$ cat src/rtl/palette_pkg.sv
// Shared types for the palette arbiter slice.
//   pal_idx_t          : 8-bit palette index
//   rgb12_t            : 4-bit red/green/blue triple
//   TRANSP_IDX_DEFAULT : index reported as transparent unless overridden
//   arb_state_e        : arbiter FSM states {ARB, LOCK}
//   onehot_to_idx      : one-hot (up to MAX_REQ bits) to binary index
package palette_pkg;

   typedef logic [7:0] pal_idx_t;

   typedef struct packed {
      logic [3:0] red;
      logic [3:0] green;
      logic [3:0] blue;
   } rgb12_t;

   localparam pal_idx_t    TRANSP_IDX_DEFAULT = 8'h00;
   localparam int unsigned MAX_REQ            = 8;

   typedef enum logic {
      ARB  = 1'b0,
      LOCK = 1'b1
   } arb_state_e;

   // OR-reduction encoder; only valid for a one-hot or all-zero input.
   function automatic logic [2:0] onehot_to_idx(input logic [MAX_REQ-1:0] oh);
      logic [2:0] idx;
      idx = 3'd0;
      for (int i = 0; i < MAX_REQ; i++) begin
         idx = idx | (oh[i] ? 3'(i) : 3'd0);
      end
      return idx;
   endfunction

endpackage

$ cat src/rtl/rr_pick.sv
// Round-robin priority picker, purely combinational.
//   req        in  N_REQ  eligible requesters
//   last_grant in  ID_W   most recently granted requester
//   grant      out N_REQ  one-hot grant; search starts at last_grant+1 and wraps
module rr_pick #(
   parameter int N_REQ = 4,
   parameter int ID_W  = $clog2(N_REQ)
) (
   input  logic [N_REQ-1:0] req,
   input  logic [ID_W-1:0]  last_grant,
   output logic [N_REQ-1:0] grant
);

   logic [ID_W-1:0] cand_s;
   logic            found_s;
   logic            hit_s;

   // Walk the requesters in rotating order; the first one found wins.
   always_comb begin
      grant   = '0;
      cand_s  = '0;
      found_s = 1'b0;
      hit_s   = 1'b0;
      for (int k = 1; k <= N_REQ; k++) begin
         cand_s        = ID_W'((int'(last_grant) + k) % N_REQ);
         hit_s         = req[cand_s] & ~found_s;
         grant[cand_s] = grant[cand_s] | hit_s;
         found_s       = found_s | hit_s;
      end
   end

endmodule

$ cat src/rtl/palette_arbiter.sv
// Arbitrates N_REQ pixel requesters onto one shared combinational palette
// ROM and registers the looked-up colour in a single-entry output stage.
//   clk, reset_n                 clock, async active-low reset
//   req_valid/req_index/req_lock requester side; req_ready one-hot accept
//   pal_index / pal_red,green,blue  palette ROM lookup (same-cycle)
//   rsp_valid/id/red/green/blue/transp, rsp_ready  registered pixel output
module palette_arbiter
   import palette_pkg::*;
#(
   parameter int       N_REQ      = 4,
   parameter pal_idx_t TRANSP_IDX = TRANSP_IDX_DEFAULT
) (
   input  logic                         clk,
   input  logic                         reset_n,
   input  logic [N_REQ-1:0]             req_valid,
   input  logic [N_REQ-1:0][7:0]        req_index,
   input  logic [N_REQ-1:0]             req_lock,
   output logic [N_REQ-1:0]             req_ready,
   output logic [7:0]                   pal_index,
   input  logic [3:0]                   pal_red,
   input  logic [3:0]                   pal_green,
   input  logic [3:0]                   pal_blue,
   output logic                         rsp_valid,
   output logic [$clog2(N_REQ)-1:0]     rsp_id,
   output logic [3:0]                   rsp_red,
   output logic [3:0]                   rsp_green,
   output logic [3:0]                   rsp_blue,
   output logic                         rsp_transp,
   input  logic                         rsp_ready
);

   localparam int ID_W = $clog2(N_REQ);

   arb_state_e       state_q, state_d;
   logic [ID_W-1:0]  owner_q, owner_d;
   logic [ID_W-1:0]  last_grant_q, last_grant_d;
   pal_idx_t         last_idx_q, last_idx_d;
   logic             rsp_valid_q, rsp_valid_d;
   logic [ID_W-1:0]  rsp_id_q, rsp_id_d;
   rgb12_t           rsp_rgb_q, rsp_rgb_d;
   logic             rsp_transp_q, rsp_transp_d;

   logic               out_free_s;
   logic [N_REQ-1:0]   owner_mask_s;
   logic [N_REQ-1:0]   eligible_s;
   logic [N_REQ-1:0]   pick_req_s;
   logic [N_REQ-1:0]   grant_s;
   logic [MAX_REQ-1:0] grant_ext_s;
   logic [2:0]         grant_id3_s;
   logic [ID_W-1:0]    grant_id_s;
   logic               grant_any_s;
   pal_idx_t           grant_idx_s;
   logic               grant_lock_s;
   rgb12_t             pal_rgb_s;

   assign pal_rgb_s = '{red: pal_red, green: pal_green, blue: pal_blue};

   // Eligibility: only the owner while locked; no grant while the output
   // stage is occupied or while reset is held (keeps req_ready low in reset).
   always_comb begin
      out_free_s           = ~rsp_valid_q | rsp_ready;
      owner_mask_s         = '0;
      owner_mask_s[owner_q] = 1'b1;
      if (state_q == LOCK) begin
         eligible_s = req_valid & owner_mask_s;
      end else begin
         eligible_s = req_valid;
      end
      pick_req_s = eligible_s & {N_REQ{out_free_s & reset_n}};
   end

   rr_pick #(
      .N_REQ (N_REQ),
      .ID_W  (ID_W)
   ) u_rr_pick (
      .req        (pick_req_s),
      .last_grant (last_grant_q),
      .grant      (grant_s)
   );

   // Decode the one-hot grant and steer the winner's index to the ROM.
   always_comb begin
      grant_ext_s              = '0;
      grant_ext_s[N_REQ-1:0]   = grant_s;
      grant_id3_s              = onehot_to_idx(grant_ext_s);
      grant_id_s               = grant_id3_s[ID_W-1:0];
      grant_any_s              = |grant_s;
      grant_idx_s              = req_index[grant_id_s];
      grant_lock_s             = req_lock[grant_id_s];
      if (grant_any_s) begin
         pal_index = grant_idx_s;
      end else begin
         pal_index = last_idx_q;
      end
   end

   assign req_ready = grant_s;

   // Next-state: output stage load/drain and the ARB/LOCK transitions.
   always_comb begin
      state_d      = state_q;
      owner_d      = owner_q;
      last_grant_d = last_grant_q;
      last_idx_d   = last_idx_q;
      rsp_valid_d  = rsp_valid_q;
      rsp_id_d     = rsp_id_q;
      rsp_rgb_d    = rsp_rgb_q;
      rsp_transp_d = rsp_transp_q;

      if (grant_any_s) begin
         rsp_valid_d  = 1'b1;
         rsp_id_d     = grant_id_s;
         rsp_rgb_d    = pal_rgb_s;
         rsp_transp_d = (grant_idx_s == TRANSP_IDX);
         last_grant_d = grant_id_s;
         last_idx_d   = grant_idx_s;
      end else if (rsp_valid_q && rsp_ready) begin
         rsp_valid_d  = 1'b0;
      end else begin
         rsp_valid_d  = rsp_valid_q;
      end

      case (state_q)
         ARB: begin
            if (grant_any_s && grant_lock_s) begin
               state_d = LOCK;
               owner_d = grant_id_s;
            end else begin
               state_d = ARB;
            end
         end
         LOCK: begin
            // In LOCK any grant is necessarily to the owner.
            if (grant_any_s) begin
               state_d = grant_lock_s ? LOCK : ARB;
            end else if (!req_lock[owner_q] && !req_valid[owner_q]) begin
               state_d = ARB;
            end else begin
               state_d = LOCK;
            end
         end
         default: begin
            state_d = ARB;
         end
      endcase
   end

   // State and output registers.
   always_ff @(posedge clk or negedge reset_n) begin
      if (!reset_n) begin
         state_q      <= ARB;
         owner_q      <= '0;
         last_grant_q <= ID_W'(N_REQ - 1);
         last_idx_q   <= 8'h00;
         rsp_valid_q  <= 1'b0;
         rsp_id_q     <= '0;
         rsp_rgb_q    <= '0;
         rsp_transp_q <= 1'b0;
      end else begin
         state_q      <= state_d;
         owner_q      <= owner_d;
         last_grant_q <= last_grant_d;
         last_idx_q   <= last_idx_d;
         rsp_valid_q  <= rsp_valid_d;
         rsp_id_q     <= rsp_id_d;
         rsp_rgb_q    <= rsp_rgb_d;
         rsp_transp_q <= rsp_transp_d;
      end
   end

   assign rsp_valid  = rsp_valid_q;
   assign rsp_id     = rsp_id_q;
   assign rsp_red    = rsp_rgb_q.red;
   assign rsp_green  = rsp_rgb_q.green;
   assign rsp_blue   = rsp_rgb_q.blue;
   assign rsp_transp = rsp_transp_q;

endmodule

$ cat config.mk
export PLATFORM = sky130hd
export DESIGN_NAME = palette_arbiter
export DESIGN_NICKNAME = d
export VERILOG_FILES = /design/src/rtl/palette_pkg.sv /design/src/rtl/rr_pick.sv /design/src/rtl/palette_arbiter.sv
export SDC_FILE = /design/constraint.sdc
export NUM_CORES = 1
export LEC_CHECK = 0
export CAP_MARGIN = 20
export CORE_ASPECT_RATIO = 0.8
export CORE_MARGIN = 5
export CORE_UTILIZATION = 41
export CTS_BUF_LIST = sky130_fd_sc_hd__clkbuf_16
export CTS_CLUSTER_SIZE = 28
export DETAILED_ROUTE_END_ITERATION = 16
export PLACE_DENSITY = 0.81
export SYNTH_ARGS = -nofsm -noshare
export SYNTH_HDL_FRONTEND = slang
export SYNTH_SLANG_ARGS = --single-unit
export TNS_END_PERCENT = 30
$ cat constraint.sdc
create_clock -name clk -period 5.95 [get_ports clk]
set_input_delay 1.19 -clock clk [delete_from_list [all_inputs] [get_ports clk]]
set_output_delay 1.19 -clock clk [all_outputs]
set_load 0.01 [all_outputs]
==> run metrics, run 1 <==
status=complete, no violations; Hold-fix buffers, CTS=0; Core Region=roughly 5400 um2; Fmax=0.1719 GHz; CTS root buffer=clkbuf_16; synthesized area=roughly 2300 um2; data required time of the critical path=roughly 4.8 ns; Final Cycle Share=0.9776; pre-CTS worst setup slack=-0.7170 ns; final std cells w/o fill=480; vias=around 2900; Antenna Nets Post-Route=0; commonest non-fill, non-tap cell in the layout=buf_4; most common flop cell mapped by yosys=dfrtp_1; DRC violations left=0; I/O pins=83; worst slew pin tran=slightly below 0.5 ns; Post-Route WL=about 9100 um; Routability Congestion=0.9164; CTS clk-pin slew, worst paths=around 0.05 ns; floorplan row count=24; CTS sink cnt=29; fin crit period=slightly below 6 ns; Die Y=77.01 um; CTS Buf Count=5; kind of critical path=input pin to output pin; Worst Path Max Fanout=6; first-pass GRT wire length=approximately 14000 um; placed cell area=3647 um2; Mapped Nets=305; Placed Cells=456; final hold vios=0; Post-Route Utilization=0.7578; area fraction of the dominant cell type after synthesis=0.2936; Async SR Flop Fraction=1.000; hold crit path type=flop to flop; input/output buffers=82; drt initial violations=220; share of layout cells above drive strength 1=0.3980; sequential share of the synthesized area=0.3165; GRT Resource Usage Total=0.2395; antenna violations before repair=0; Final Skew=about 0.0036 ns; FF+latch area=728.2 um2; EDFF count, synth=0; Area Growth Syn to Fin=79.01%; die area=between 7000 and 8000 um2; Fillers=roughly 370; Synth area leader=dfrtp_1; clk buf depth=2; cell count after synthesis=approximately 250; ant diodes=0; Clock Latency Late Sink=0.27 ns; number of max-slew violations in the final report=0; Die Wd=between 90 and 100 um; final setup margin=between 0.1 and 0.15 ns; Unique masters post-synth=between 60 and 70; Syn Area/Cell=between 9 and 10 um2; # H-tree levels=2; multi-input logic area=about 1700 um2; vias in the first global route=around 2800; largest net degree at the start of global routing=30; MaxCap Viol Count=0; WL per Instance=about 19 um; commonest cells after routing, fill and taps aside=76 x buf_4, 69 x clkdlybuf4s50_1, 27 x dfrtp_1; Synth area leaders=dfrtp_1 29%, mux2_2 9.3%, a21oi_1 3.5%; endpoint class of the critical path=output pin; Ys Warns=0; Final Instance Area=around 4000 um2; Post-DP HPWL=approximately 6000 um; Slew HR=0.6711; Critical Path AT=about 4.6 ns; Via density=between 5 and 6; gr ovfl total=0; Critical Path Source Type=input pin; Setup violations, final=0; register bit total from synthesis=29; CTS tree=built; drt first pass iters=5; Initial Util=0.4233; layout net count=460
## path summary, 6_finish.rpt
check | from | end | slack (ns) | depth (start not counted)
max in group asynchronous | reset_n | last_grant_q[0] | 4.17 | 2
hold / removal | last_idx_q[0] | last_idx_q[0] | 0.50 | 1
hold reg to reg | last_idx_q[0] | last_idx_q[0] | 0.50 | 1
setup reg to reg | last_grant_q[0] | rsp_transp | 1.08 | 18
setup / recovery | reset_n | pal_index[6] | 0.13 | 16
min in group asynchronous | reset_n | owner_q[1] | 1.46 | 2
## metrics by stage
stage          TNS (ns)  hold slack [ns]
2_1_floorplan         0           0.4899
3_3_place_gp     -5.730           0.4672
3_5_place_dp     -5.705           0.4745
4_1_cts               0           0.4883
5_1_grt        -0.06467           0.5027
6_report              0           0.4995
## synthesized netlist by cell type (all sizes together), types with 6 or more instances
master,number
dfrtp,27
mux2,19
nand2,19
a21oi,17
inv,15
o21ai,11
o211ai,9
mux2i,8
nor2,8
nor3,8
clkbuf,7
o31ai,7
buf,6
o221a,6
## state kept, by name, summed over array words and instances (netlist names)
signal	count
last_idx_q	8
state_q	1
rsp_blue	4
rsp_green	4
rsp_id	2
rsp_valid	1
rsp_red	4
rsp_transp	1
last_grant_q	2
owner_q	2
## metal layers
metal,part of all wire,vias to the layer above,global-route usage
li1,-,1279,-
met5,0,-,0
met4,0.031,0,0.07071
met1,0.43,1384,0.3186
met3,0.087,32,0.05577
met2,0.45,170,0.3855
## critical path, stage by stage
cell             delay [ns]
clkdlybuf4s50_1        0.56
nand2_1                0.10
a2111o_1               0.50
buf_6                  0.18
a21oi_4                0.21
or2_1                  0.15
a31o_2                 0.17
a211oi_2               0.05
or3_4                  0.46
buf_4                  0.17
o21ai_4                0.13
nand2b_1               0.07
mux2_4                 0.29
a21oi_2                0.17
a21oi_2                0.06
buf_2                  0.14
## final cells by class
type                            count  area share
Clock inverter                      3    0.003341
Tap cell                           78     0.02369
Inverter                           15     0.01367
Timing Repair Buffer              160      0.3445
Clock buffer                        5     0.03038
Multi-Input combinational cell    190      0.4077
Sequential cell                    29      0.1768
## logic make-up after synthesis
group / Yosys count / share of synthesized area
AO/OA/AOI/OAI: 94 / 0.3143
adder cells (fa/ha/maj): 4 / 0.02175
buffers and inverters: 28 / 0.05057
flip-flops: 29 / 0.3165
multiplexers: 28 / 0.1376
AND/OR/NAND/NOR: 63 / 0.1593
## repair_timing
item | 4_1_cts | 5_1_grt
cloned | 1 | 0
endpoints found under the hold margin | 0 | 0
buffers inserted | 8 | 8
gates resized for setup | 67 | 25
endpoints found under the setup margin | 12 | 12
pin swaps | 21 | 14
Power of run 1 is left out: the tool's default activity adds up to more than one toggle a clock period on the data nets, which glitch-free logic cannot reach.
==> run 2: changes to the inputs <==
--- a/config.mk
+++ b/config.mk
@@ -12,7 +12,7 @@
 export CTS_BUF_LIST = sky130_fd_sc_hd__clkbuf_16
 export CTS_CLUSTER_SIZE = 28
 export DETAILED_ROUTE_END_ITERATION = 16
-export PLACE_DENSITY = 0.81
+export PLACE_DENSITY = 0.77
 export SYNTH_ARGS = -nofsm -noshare
 export SYNTH_HDL_FRONTEND = slang
 export SYNTH_SLANG_ARGS = --single-unit
==> constraint.sdc (replaced) <==
create_clock -name clk -period 5.95 [get_ports clk]
set_input_delay 1.19 -clock clk [delete_from_list [all_inputs] [get_ports clk]]
set_output_delay 1.19 -clock clk [all_outputs]
set_load 0.1 [all_outputs]
==> run 2 against run 1 <==
Effect of this change: via count decreased by 3.7%; cell area increased by 1.5%; non-clock buffer count decreased by 5; critical path depth unchanged; clock skew decreased by 0.00052 ns; flip-flop and latch count unchanged; largest cell class unchanged.
==> run metrics, run 2 (same netlist as run 1, synthesis figures left out) <==
cell family with most CP delay=compound AO/OA/AOI/OAI gates; Reg2Reg Depth=15 (-3); input/output buffers=82 (unchanged); Largest register FFs=8 (unchanged); DRC violations left=0 (unchanged); MaxCap Viol Count=0 (unchanged); Hold-fix buffers, CTS=0 (unchanged); min-delay src=rsp_id[1]; vias in the first global route=2743 (-1.2%); final hold vios=0 (unchanged); Core Region=5435 um2 (unchanged); endpoint class of the critical path=output pin; drt initial violations=220 (unchanged); antenna violations before repair=0 (unchanged); kind of critical path=input pin to output pin; commonest non-fill, non-tap cell in the layout=buf_4; Post-Route WL=8666 um (-4.7%); Placed Cells=455 (-0.22%); I/O pins=83 (unchanged); layout net count=455 (-1.1%); critical path's slowest cell=or4b_4; Fmax=0.1704 GHz (-0.90%); floorplan row count=24 (unchanged); final std cells w/o fill=475 (-1.0%); fin crit period=5.869 ns (+0.05284 ns); Final Cycle Share=0.9864 (+0.008880); worst slew pin tran=1.008 ns (+0.5166 ns); # H-tree levels=2 (unchanged); CP cell instances=buf_2 -> or4b_4 -> o2111a_1 -> a2111o_1 -> a21o_1 -> buf_4 -> a21oi_2 -> a211o_1 -> o221ai_1 -> o211ai_1 -> and2b_1 -> inv_2 -> buf_4 -> o22ai_2 -> o31ai_4 -> buf_12; Via density=5.808 (-2.7%); Worst R2R Setup Slack=1.30 ns (+0.22 ns); CTS sink cnt=29 (unchanged); hold crit path type=flop to flop; CTS root buffer=clkbuf_16; data required time of the critical path=4.76 ns (about the same); Area Growth Syn to Fin=81.62%; Die Wd=93.76 um (unchanged); cell repeated most along the worst path=buf_4; Reg2Reg Launch Point=last_grant_q[0]; crit path launch=req_valid[0]; number of max-slew violations in the final report=0 (unchanged); Slew HR=0.3260 (-0.3450); CTS clk-pin slew, worst paths=0.05 ns (about the same); WL per Instance=18.24 um (-3.7%); Setup violations, final=0 (unchanged); vias=2759 (-3.7%); largest register by flop count=last_idx_q; Die Y=77.01 um (unchanged); ant diodes=0 (unchanged); commonest cells after routing, fill and taps aside=72 x buf_4, 65 x clkdlybuf4s50_1, 27 x dfrtp_1; Critical Path Source Type=input pin; CTS Buf Count=5 (unchanged); Antenna Nets Post-Route=0 (unchanged); Final Skew=0.003074 ns (-0.0005172 ns); die area=7220 um2 (unchanged); Clock Latency Late Sink=0.27 ns (about the same); Critical Path AT=4.68 ns (+0.05 ns); Hold EP=rsp_id[1]; Worst Path Buf+Inv=5 (+1); clk buf depth=2 (unchanged); share of layout cells above drive strength 1=0.4005 (+0.002494); first-pass GRT wire length=13540 um (-2.9%); Initial Util=0.4233 (unchanged); hold path depth=2 (+1); R2R Path End=rsp_transp; largest net degree at the start of global routing=30 (unchanged); GRT Resource Usage Total=0.2321 (-0.007447); Worst Path Max Fanout=7 (+1); largest stage delay on the critical path=0.46 ns (-0.10 ns); status=complete, no violations; Post-DP HPWL=6445 um (+7.3%); CTS tree=built; gr ovfl total=0 (unchanged); drt first pass iters=5 (unchanged); Routability Congestion=0.9006 (-1.7%)
==> run 2: cell count changes in the layout (fill, tap and decap cells not counted), moves of 3 or more <==
cell / delta
clkdlybuf4s50_1: -4
buf_12: +11
buf_4: -4
buf_6: -5
dlymetal6s2s_1: -3
==> run 2: final cells by class <==
class	count	area [um2]
multi-input cells	190	1683
repair buffers	155	1475
fillers	366	1256
flip-flops and latches	29	728.2
clock buffers	5	125.1
well taps	78	97.59
inverters	15	56.30
clock inverters	3	13.76
==> run 2: metal layers <==
layer	part of all wire	up-vias	GRT usage	routed length (um)
met3	0.076	18	0.05382	656
met4	0.016	0	0.04329	140
li1	-	1272	-	-
met5	0	-	0	0
met1	0.43	1329	0.3056	3692
met2	0.48	140	0.3898	4177
==> run 2: metrics by stage <==
| step | cell area, um2 | setup slack (ns) | utilization | hold slack [ns] | setup TNS [ns] |
|---|---|---|---|---|---|
| final | 4179 | 0.08066 | 0.7689 | 0.4830 | 0 |
| after global routing | 4179 | -0.08535 | 0.7689 | 0.5040 | -0.2458 |
| after CTS | 4034 | 0.02961 | 0.7422 | 0.4828 | 0 |
| after detailed placement | 3860 | -0.4373 | 0.7102 | 0.4680 | -3.338 |
| after global placement | 3860 | -0.4036 | 0.7102 | 0.4590 | -3.035 |
| after floorplan | 2426 | -0.3895 | - | 0.4899 | -2.693 |
==> run 2: worst register-to-register path: stages (launching register included) <==
cell and delay (ns):
dfstp_2 0.52, buf_4 0.29, mux2i_2 0.35, o2111ai_2 0.19
a2111o_1 0.58, a21o_1 0.26, a211oi_2 0.23, a311o_1 0.19
nor2_2 0.06, buf_6 0.12, o41ai_4 0.37, and2b_1 0.23
inv_2 0.10, o221a_1 0.27, or4_1 0.53, o31ai_1 0.27
==> run 2: repair_timing <==
action | in CTS | in global routing
setup buffers | 3 | 10
gates resized for setup | 10 | 24
pin swaps | 9 | 17
cloned | 0 | 1
endpoints found under the setup margin | 8 | 8
==> run 2: worst max-delay path by stage <==
stage	to	slack, ns	cells after the start
detailed placement	pal_index[0]	-0.44	15
finish	pal_index[3]	0.08	16
CTS	pal_index[1]	0.03	15
floorplan	pal_index[6]	-0.39	13
global placement	pal_index[5]	-0.40	15
global route	pal_index[3]	-0.09	16
Power of run 2 is left out for the same reason.
==> run 3: changes to the inputs <==
--- a/config.mk
+++ b/config.mk
@@ -12,7 +12,7 @@
 export CTS_BUF_LIST = sky130_fd_sc_hd__clkbuf_16
 export CTS_CLUSTER_SIZE = 28
 export DETAILED_ROUTE_END_ITERATION = 16
-export PLACE_DENSITY = 0.77
+export PLACE_DENSITY = 0.87
 export SYNTH_ARGS = -nofsm -noshare
 export SYNTH_HDL_FRONTEND = slang
 export SYNTH_SLANG_ARGS = --single-unit
==> run 3 against run 2 <==
Effect of this change: the flow now finishes with violations (negative setup slack); flip-flop and latch count did not move; die area did not move; hold slack improved by 0.0025 ns; register-to-register slack got worse by 0.32 ns; first-iteration DRC count rose by 53%; final cell count fell by 1.5%; sequential share of layout area barely moved; setup slack got worse by 0.16 ns; clock skew rose by 0.0038 ns; largest cell class unchanged.
==> run metrics, run 3 (same netlist as run 1, synthesis figures left out) <==
status=finished, violations left; failing checks=negative setup slack; CP cell instances=buf_8 -> or4b_4 -> o2111a_1 -> a2111o_1 -> a211oi_2 -> a21oi_1 -> o211ai_1 -> a211oi_2 -> or3_4 -> buf_4 -> o211ai_1 -> buf_4 -> nor2_2 -> buf_4 -> o31ai_4 -> buf_12; Routability Congestion=0.9762 (+8.4%); Slew HR=0.3173 (-0.008759); commonest cells after routing, fill and taps aside=64 x clkdlybuf4s50_1, 62 x buf_4, 27 x dfrtp_1; largest stage delay on the critical path=0.46 ns (about the same); pre-CTS worst setup slack=-0.3953 ns (+0.04201 ns); critical path's slowest cell=or4b_4; drt initial violations=337 (+53%); ant diodes=0 (unchanged); vias=2985 (+8.2%); Reg2Reg Launch Point=last_grant_q[1]; commonest non-fill, non-tap cell in the layout=clkdlybuf4s50_1; gr ovfl total=0 (unchanged); Post-Route WL=10230 um (+18%); die area=7220 um2 (unchanged); CTS root buffer=clkbuf_16; GRT Resource Usage Total=0.2624 (+0.03031); cell repeated most along the worst path=buf_4; crit path launch=req_valid[0]; Hold-fix buffers, CTS=0 (unchanged); clk buf depth=2 (unchanged); final setup margin=-0.07766 ns (-0.1583 ns); unrepaired setup endpoints after global routing=true; endpoint class of the critical path=output pin; layout net count=448 (-1.5%); hold crit path type=flop to flop; Setup violations, final=6 (+6); cell family with most CP delay=compound AO/OA/AOI/OAI gates; Critical Path AT=4.84 ns (+0.16 ns); Final Cycle Share=1.013 (+0.02661); Fmax=0.1659 GHz (-2.6%); WL per Instance=21.86 um (+20%); Core Region=5435 um2 (unchanged); # H-tree levels=2 (unchanged); final hold vios=0 (unchanged); Post-DP HPWL=6368 um (-1.2%); Via density=6.378 (+9.8%); drt first pass iters=5 (unchanged); input/output buffers=82 (unchanged); Largest register FFs=8 (unchanged); largest register by flop count=last_idx_q; vias in the first global route=2949 (+7.5%); worst slew pin tran=1.021 ns (+0.01310 ns); Placed Cells=439 (-3.5%); Die Wd=93.76 um (unchanged); CTS tree=built; MaxCap Viol Count=0 (unchanged); kind of critical path=input pin to output pin; share of layout cells above drive strength 1=0.4000 (-0.0005038); final std cells w/o fill=468 (-1.5%); min-delay src=rsp_id[1]; Die Y=77.01 um (unchanged); Hold Slack=0.4855 ns (+0.002507 ns); placed cell area=3740 um2 (-3.1%); antenna violations before repair=0 (unchanged); Critical Path Source Type=input pin; Final Skew=0.006884 ns (+0.003810 ns); largest net degree at the start of global routing=30 (unchanged); first-pass GRT wire length=15140 um (+12%); fin crit period=6.028 ns (+0.1583 ns); number of max-slew violations in the final report=0 (unchanged); Worst Path Buf+Inv=5 (unchanged); DRC violations left=0 (unchanged); Worst Path Max Fanout=7 (unchanged); floorplan row count=24 (unchanged); data required time of the critical path=4.76 ns (about the same); Antenna Nets Post-Route=0 (unchanged); CTS sink cnt=29 (unchanged); Area Growth Syn to Fin=81.67% (about the same); CTS Buf Count=5 (unchanged); CTS clk-pin slew, worst paths=0.05 ns (about the same); Initial Util=0.4233 (unchanged); Clock Latency Late Sink=0.29 ns (+0.02 ns); I/O pins=83 (unchanged); Final Instance Area=4180 um2 (about the same)
==> run 3: cell types whose count changed in the layout (fill, tap and decap cells not counted), moves of 2 or more <==
cell / previous run / this run
mux2_2: 13 / 15
mux2_4: 6 / 4
buf_6: 1 / 3
buf_4: 72 / 62
==> run 3: layer usage <==
metal / up-vias / part of all wire / track usage
met5: - / 0 / 0
met4: 0 / 0.053 / 0.09957
met3: 65 / 0.080 / 0.05479
met2: 228 / 0.49 / 0.4337
met1: 1431 / 0.38 / 0.3335
li1: 1261 / - / -
==> run 3: worst reg2reg max path: stages, from the launching register on <==
cell and delay, ns:
dfstp_2 0.64, inv_1 0.13, ha_1 0.46, o2111ai_2 0.19
a2111o_1 0.59, a211oi_2 0.29, a21oi_1 0.08, o211ai_1 0.30
a211oi_2 0.15, buf_4 0.17, o41ai_4 0.37, buf_6 0.20
mux2i_2 0.22, o221ai_2 0.13, buf_4 0.14, or4_1 0.53
o31ai_1 0.27
==> run 3: path summary, 6_finish.rpt <==
path	endpoint	slack (ns)	cells after the start
worst max-delay path	pal_index[3]	-0.08	16
worst min-delay path	rsp_id[1]	0.49	2
worst max register to register	rsp_transp	0.98	16
worst min register to register	rsp_id[1]	0.49	2
max in group asynchronous	last_grant_q[1]	4.51	3
min in group asynchronous	last_idx_q[6]	1.13	3
==> run 3: layout make-up <==
class                   count  area [um2]
well taps                  78       97.59
multi-input cells         190        1700
flip-flops and latches     29       728.2
fillers                   317        1255
repair buffers            148        1455
clock buffers               5       125.1
inverters                  15       56.30
clock inverters             3       17.52
==> run 3: timing repair <==
item,CTS,global route
resized for setup,22,24
endpoints found under the setup margin,8,8
pin swaps,10,17
cloned,0,1
setup buffers,6,15
==> run 3: metrics by stage <==
step             util  TNS (ns)
6_report       0.7691   -0.2628
5_1_grt        0.7691   -0.3102
4_1_cts        0.7346         0
3_5_place_dp   0.6881    -2.820
3_3_place_gp   0.6881    -2.467
2_1_floorplan       -    -2.693
Power of run 3 is left out for the same reason.
